`src/rtl/img2col_window_scheduler.sv`:
```
// Raster-order 5x5 window scheduler for the img2col PU. Fetches feature-map columns from SRAM
// into the 5-entry global buffer, then hands each completed window downstream.
module img2col_window_scheduler #(
  parameter int unsigned DATA_W = 16,
  parameter int unsigned ADDR_W = 12,
  parameter int unsigned DIM_W  = 7
) (
  input  logic              clk,
  input  logic              nrst,
  input  logic              start,
  input  logic [DIM_W-1:0]  img_w,
  input  logic [DIM_W-1:0]  img_h,
  output logic              busy,
  output logic              done,
  output logic              mem_rd_en,
  output logic [ADDR_W-1:0] mem_rd_addr,
  input  logic [DATA_W-1:0] mem_rd_data,
  output logic              gbuf_wr_en,
  output logic [2:0]        gbuf_wr_addr,
  output logic [DATA_W-1:0] gbuf_wr_data,
  output logic              col_done,
  output logic [5:0]        round,
  output logic [5:0]        win_row,
  output logic              win_valid,
  input  logic              win_ready
);

  localparam logic [2:0] StIdle  = 3'd0;
  localparam logic [2:0] StLoad  = 3'd1;
  localparam logic [2:0] StDrain = 3'd2;
  localparam logic [2:0] StWin   = 3'd3;
  localparam logic [2:0] StFin   = 3'd4;

  logic [2:0]        state_q, state_d;
  logic [DIM_W-1:0]  w_q, w_d, h_q, h_d;
  logic [5:0]        r_q, r_d, c_q, c_d;
  logic [2:0]        cl_q, cl_d;
  logic [2:0]        k_q, k_d;
  logic              busy_q, busy_d, done_q, done_d;
  logic              rd_en_q, rd_en_d;
  logic [ADDR_W-1:0] rd_addr_q, rd_addr_d;
  logic              wr_en_q, wr_en_d;
  logic [2:0]        wr_addr_q, wr_addr_d;
  logic              col_done_q, col_done_d;
  logic [5:0]        round_q, round_d, win_row_q, win_row_d;
  logic              win_valid_q, win_valid_d;
  logic              dims_bad;
  logic [DIM_W-1:0]  row_sel, col_sel;

  assign dims_bad = (img_w < DIM_W'(5)) || (img_h < DIM_W'(5)) ||
                    (img_w > DIM_W'(64)) || (img_h > DIM_W'(64));

  always_comb begin
    state_d     = state_q;
    w_d         = w_q;
    h_d         = h_q;
    r_d         = r_q;
    c_d         = c_q;
    cl_d        = cl_q;
    k_d         = k_q;
    busy_d      = busy_q;
    done_d      = 1'b0;
    rd_en_d     = 1'b0;
    col_done_d  = 1'b0;
    round_d     = round_q;
    win_row_d   = win_row_q;
    win_valid_d = win_valid_q;
    // Buffer write trails the SRAM read by the fixed one-cycle read latency.
    wr_en_d     = rd_en_q;
    wr_addr_d   = k_q;

    unique case (state_q)
      StIdle: begin
        if (start) begin
          if (dims_bad) begin
            state_d = StFin;
            done_d  = 1'b1;
          end else begin
            state_d = StLoad;
            w_d     = img_w;
            h_d     = img_h;
            r_d     = '0;
            c_d     = '0;
            cl_d    = '0;
            k_d     = '0;
            busy_d  = 1'b1;
            rd_en_d = 1'b1;
          end
        end
      end
      StLoad: begin
        if (k_q == 3'd4) begin
          state_d    = StDrain;
          col_done_d = 1'b1;
        end else begin
          k_d     = k_q + 3'd1;
          rd_en_d = 1'b1;
        end
      end
      StDrain: begin
        cl_d = cl_q + 3'd1;
        k_d  = '0;
        // Row-start windows need all five columns; later windows only the newest one.
        if (c_q == '0 && cl_q < 3'd4) begin
          state_d = StLoad;
          rd_en_d = 1'b1;
        end else begin
          state_d     = StWin;
          win_valid_d = 1'b1;
          round_d     = c_q;
          win_row_d   = r_q;
        end
      end
      StWin: begin
        if (win_ready) begin
          win_valid_d = 1'b0;
          k_d         = '0;
          if (DIM_W'(c_q) < w_q - DIM_W'(5)) begin
            c_d     = c_q + 6'd1;
            state_d = StLoad;
            rd_en_d = 1'b1;
          end else if (DIM_W'(r_q) < h_q - DIM_W'(5)) begin
            r_d     = r_q + 6'd1;
            c_d     = '0;
            cl_d    = '0;
            state_d = StLoad;
            rd_en_d = 1'b1;
          end else begin
            state_d = StFin;
            done_d  = 1'b1;
            busy_d  = 1'b0;
          end
        end
      end
      StFin: begin
        state_d = StIdle;
        busy_d  = 1'b0;
      end
      default: state_d = StIdle;
    endcase

    row_sel   = DIM_W'(r_d) + DIM_W'(k_d);
    col_sel   = (c_d == '0) ? DIM_W'(cl_d) : DIM_W'(c_d) + DIM_W'(4);
    rd_addr_d = rd_en_d ? ADDR_W'(row_sel) * ADDR_W'(w_d) + ADDR_W'(col_sel) : '0;
  end

  always_ff @(posedge clk or negedge nrst) begin
    if (!nrst) begin
      state_q     <= StIdle;
      w_q         <= '0;
      h_q         <= '0;
      r_q         <= '0;
      c_q         <= '0;
      cl_q        <= '0;
      k_q         <= '0;
      busy_q      <= 1'b0;
      done_q      <= 1'b0;
      rd_en_q     <= 1'b0;
      rd_addr_q   <= '0;
      wr_en_q     <= 1'b0;
      wr_addr_q   <= '0;
      col_done_q  <= 1'b0;
      round_q     <= '0;
      win_row_q   <= '0;
      win_valid_q <= 1'b0;
    end else begin
      state_q     <= state_d;
      w_q         <= w_d;
      h_q         <= h_d;
      r_q         <= r_d;
      c_q         <= c_d;
      cl_q        <= cl_d;
      k_q         <= k_d;
      busy_q      <= busy_d;
      done_q      <= done_d;
      rd_en_q     <= rd_en_d;
      rd_addr_q   <= rd_addr_d;
      wr_en_q     <= wr_en_d;
      wr_addr_q   <= wr_addr_d;
      col_done_q  <= col_done_d;
      round_q     <= round_d;
      win_row_q   <= win_row_d;
      win_valid_q <= win_valid_d;
    end
  end

  assign busy         = busy_q;
  assign done         = done_q;
  assign mem_rd_en    = rd_en_q;
  assign mem_rd_addr  = rd_addr_q;
  assign gbuf_wr_en   = wr_en_q;
  assign gbuf_wr_addr = wr_addr_q;
  // SRAM data arrives in the write cycle itself; masked so idle/reset shows zero.
  assign gbuf_wr_data = wr_en_q ? mem_rd_data : '0;
  assign col_done     = col_done_q;
  assign round        = round_q;
  assign win_row      = win_row_q;
  assign win_valid    = win_valid_q;

endmodule

```
`config.mk`:
```
export PLATFORM = sky130hd
export DESIGN_NAME = img2col_window_scheduler
export DESIGN_NICKNAME = d
export VERILOG_FILES = /design/src/rtl/img2col_window_scheduler.sv
export SDC_FILE = /design/constraint.sdc
export NUM_CORES = 1
export LEC_CHECK = 0
export ABC_CLOCK_PERIOD_IN_PS = 14500
export CAP_MARGIN = 5
export CORE_AREA = 5 5 106 108
export DETAILED_ROUTE_END_ITERATION = 8
export DIE_AREA = 0 0 111 113
export GPL_TIMING_DRIVEN = 0
export PLACE_DENSITY = 0.79
export SYNTH_ARGS = -nofsm -noshare
export SYNTH_HDL_FRONTEND = slang
export SYNTH_SLANG_ARGS = --single-unit
```
`constraint.sdc`:
```
create_clock -name clk -period 14.5 [get_ports clk]
set_input_delay 3.625 -clock clk [delete_from_list [all_inputs] [get_ports clk]]
set_output_delay 3.625 -clock clk [all_outputs]
set_load 0.01 [all_outputs]
```
==> qor.yml <==
clock_tree:
  cts_setup_buffers: 0
  clock_latency_ps: 360
  cts.path.max_buffers: 2
  cts.clk_slew.worst_paths_ps: 70
  cts_sinks: 68
  cts_tree: "built"
  cts_root_buf: "clkbuf_8"
  cts-resized-gates: 0
  hold_buffers: 0
  cts_buffers: 9
  cts.htree.levels: 3
setup_path:
  endpoint_kind: "register"
  cp_slowest_cell: "xnor2_1"
  cp-startpoint: "img_w[1]"
  r2r_cells: 35
  cp_common_cell: "inv_1"
  cp.arrival_ps: 11570
  critPathLaunchType: "input pin"
  required_ps: 14770
  rr_startpoint: "h_q[0]$_DFFE_PN0P_"
  reg2reg_to: "mem_rd_addr[11]$_DFF_PN0_"
  rrSetupSlack_ps: 5880
  path_delay_family: "adder cells"
  cpPeakStageDelay_ps: 600
  path_class: "input pin to register"
  path_buf_inv: 7
  cp_max_fo: 8
yosys:
  synth_fp_nets: 666
  synth_mux_area_frac: 0.0564
  yosysWarnings: 0
  synthTopCellsByArea: "dfrtp_1 31%, ha_1 12%, fa_1 11%"
  synth.distinct_cells: 62
  async_flop_share: 1.00
  synth_compound_area_frac: 0.121
  ys_ff_latch: 68
  ys.flop_type: "dfrtp_1"
  synth_area_per_cell_sq_um: 9.82
  synth_top_family_by_area: "adder cells"
  postSynthCellCount: 551
  yosysSeqAreaShare: 0.315
  synthXorXnorAreaFrac: 0.0419
  synth_top_area_frac: 0.315
  synth.cell_area_sq_um: 5410
  synth_area_leader_cell: "dfrtp_1"
  synth_edf_count: 0
  synth-simple-area-share: 0.178
  synth_fa_ha_area_frac: 0.230
sta:
  fin_crit_sh: 0.779
  tightest_slew_ps: 860
  setup_viol: 0
  rsz0062_at_grt: "no"
  fmax_mhz: 88.5
  tns_ps: 0
  clock_skew_ps: 14.8
  layout_min_cycle_time_ps: 11300
  hold_violations: 0
  relSlewSlack: 0.427
  slew_violations: 0
die:
  rows: 37
  die_h_um: 113
  fp.dieArea_sq_um: 12500
  io-pin-count: 83
  start_util: 0.534
  die_w_um: 111
  fp.coreArea_sq_um: 10100
route:
  wl_mm: 12.4
  num_vias: 4200
  postRouteAntennaNets: 0
  first_iter_violations: 173
  drc: 0
  first_pass_iters: 4
  wl_per_cell_um: 15.7
  vias_per_cell: 5.35
grt:
  grtUsageTotal: 0.206
  grt_pass1_wl_mm: 20.9
  grt_pass1_vias: 4314
  grt_max_degree: 69
  grt_overflow: 0
  antenna_found_initial: 0
place:
  dpl.hpwl_mm: 9.94
  placedCellCount: 769
  io_buffers: 82
  dpl_cell_area_sq_um: 6400
  gp_congestion: 0.884
final_layout:
  final_area_sq_um: 6600
  instances_no_fill: 785
  final_util: 0.651
  final_common_cell: "clkdlybuf4s50_1"
  drive_gt1_frac: 0.0894
  fin_nets: 759
  final_cell_mix: "81 x clkdlybuf4s50_1, 74 x inv_1, 68 x dfrtp_1, 52 x nor2_1, 50 x ha_1"
  diodes: 0
  area_growth_pct: 22.0
run:
  maxCapViolCount: 0
power_and_ir_drop:
  p_leak_nw: 3.25
  p_total_w: 0.00118
  powerDensity_nw_per_um2: 179
  ir_drop_mv: 0.0839
worst_hold_path:
  whs_path_depth: 0
  min_path_type: "register to register"
  min_from: "mem_rd_en$_DFF_PN0_"
  hold_end: "gbuf_wr_en$_DFF_PN0_"
status:
  status: "finished clean"
[Yosys cell counts (7+ instances only)]
| library cell | instances |
|---|---|
| nor2b_1 | 15 |
| nand2_1 | 30 |
| fa_1 | 31 |
| xor2_1 | 9 |
| o21ai_0 | 19 |
| nor2_1 | 52 |
| nand2b_1 | 8 |
| dfrtp_1 | 68 |
| a21o_1 | 9 |
| xnor2_1 | 15 |
| mux2_2 | 19 |
| a21oi_1 | 26 |
| clkbuf_1 | 7 |
| mux2i_1 | 8 |
| and2_1 | 25 |
| ha_1 | 50 |
| and3_1 | 8 |
| inv_1 | 74 |
| nand3_1 | 8 |
[flip-flops by register name, indices dropped and copies added (netlist names), 3 cells and up]
name / count
win_row: 6
mem_rd_addr: 12
round: 6
cl_q: 3
h_q: 7
k_q: 3
c_q: 6
w_q: 7
gbuf_wr_addr: 3
r_q: 6
state_q: 3
[layout make-up]
type | instances | area, sq um
Timing Repair Buffer | 82 | 818
Inverter | 74 | 278
Tap cell | 136 | 170
Clock buffer | 12 | 155
Buffer | 8 | 33.8
Fill cell | 801 | 3540
Multi-Input combinational cell | 401 | 3400
Sequential cell | 68 | 1700
Clock inverter | 4 | 47.5
[through the flow]
step | hold WS [ps] | worst slack, ps
3_5_place_dp | 372 | 2930
4_1_cts | 389 | 3250
6_report | 380 | 3200
5_1_grt | 405 | 2800
2_1_floorplan | 398 | 4510
3_3_place_gp | 361 | 3210
[per-layer routing]
layer / up-vias / routed length (um) / GRT usage
li1: 2025 / - / -
met1: 2059 / 5350 / 0.259
met2: 96 / 6260 / 0.358
met3: 20 / 529 / 0.0417
met4: 0 / 219 / 0.0698
met5: - / 0 / 0
[kinds of logic after synthesis]
logic type / after synthesis
xor+xnor: 25
flops: 68
compound gates: 90
simple gates: 177
fa+ha+maj: 81
buf+inv: 82
mux: 28
[power by group]
group	internal, W	leakage [nW]	switching, W
Combinational	0.000317	2.25	0.000397
Sequential	0.000250	0.894	0.0000528
Clock	0.0000883	0.102	0.0000763
Total	0.000655	3.25	0.000526
[worst max-delay path by stage]
stage | to | slack [ps] | cells past startpoint
global route | mem_rd_addr[11]$_DFF_PN0_ | 2800 | 30
detailed placement | mem_rd_addr[11]$_DFF_PN0_ | 2930 | 30
CTS | mem_rd_addr[11]$_DFF_PN0_ | 3250 | 30
finish | mem_rd_addr[11]$_DFF_PN0_ | 3200 | 30
floorplan | mem_rd_addr[11]$_DFF_PN0_ | 4510 | 29
global placement | mem_rd_addr[11]$_DFF_PN0_ | 3210 | 30
[worst register-to-register path, delay by kind of cell, from the launching register on]
family	cells	cell delay, ps
adder cells (fa/ha/maj)	9	3390
AO/OA/AOI/OAI	7	1800
XOR/XNOR	4	1110
AND/OR/NAND/NOR	6	930
multiplexers	2	510
buffers and inverters	7	420
flip-flops	1	380
No activity file was read; power rests on OpenSTA's default activity.
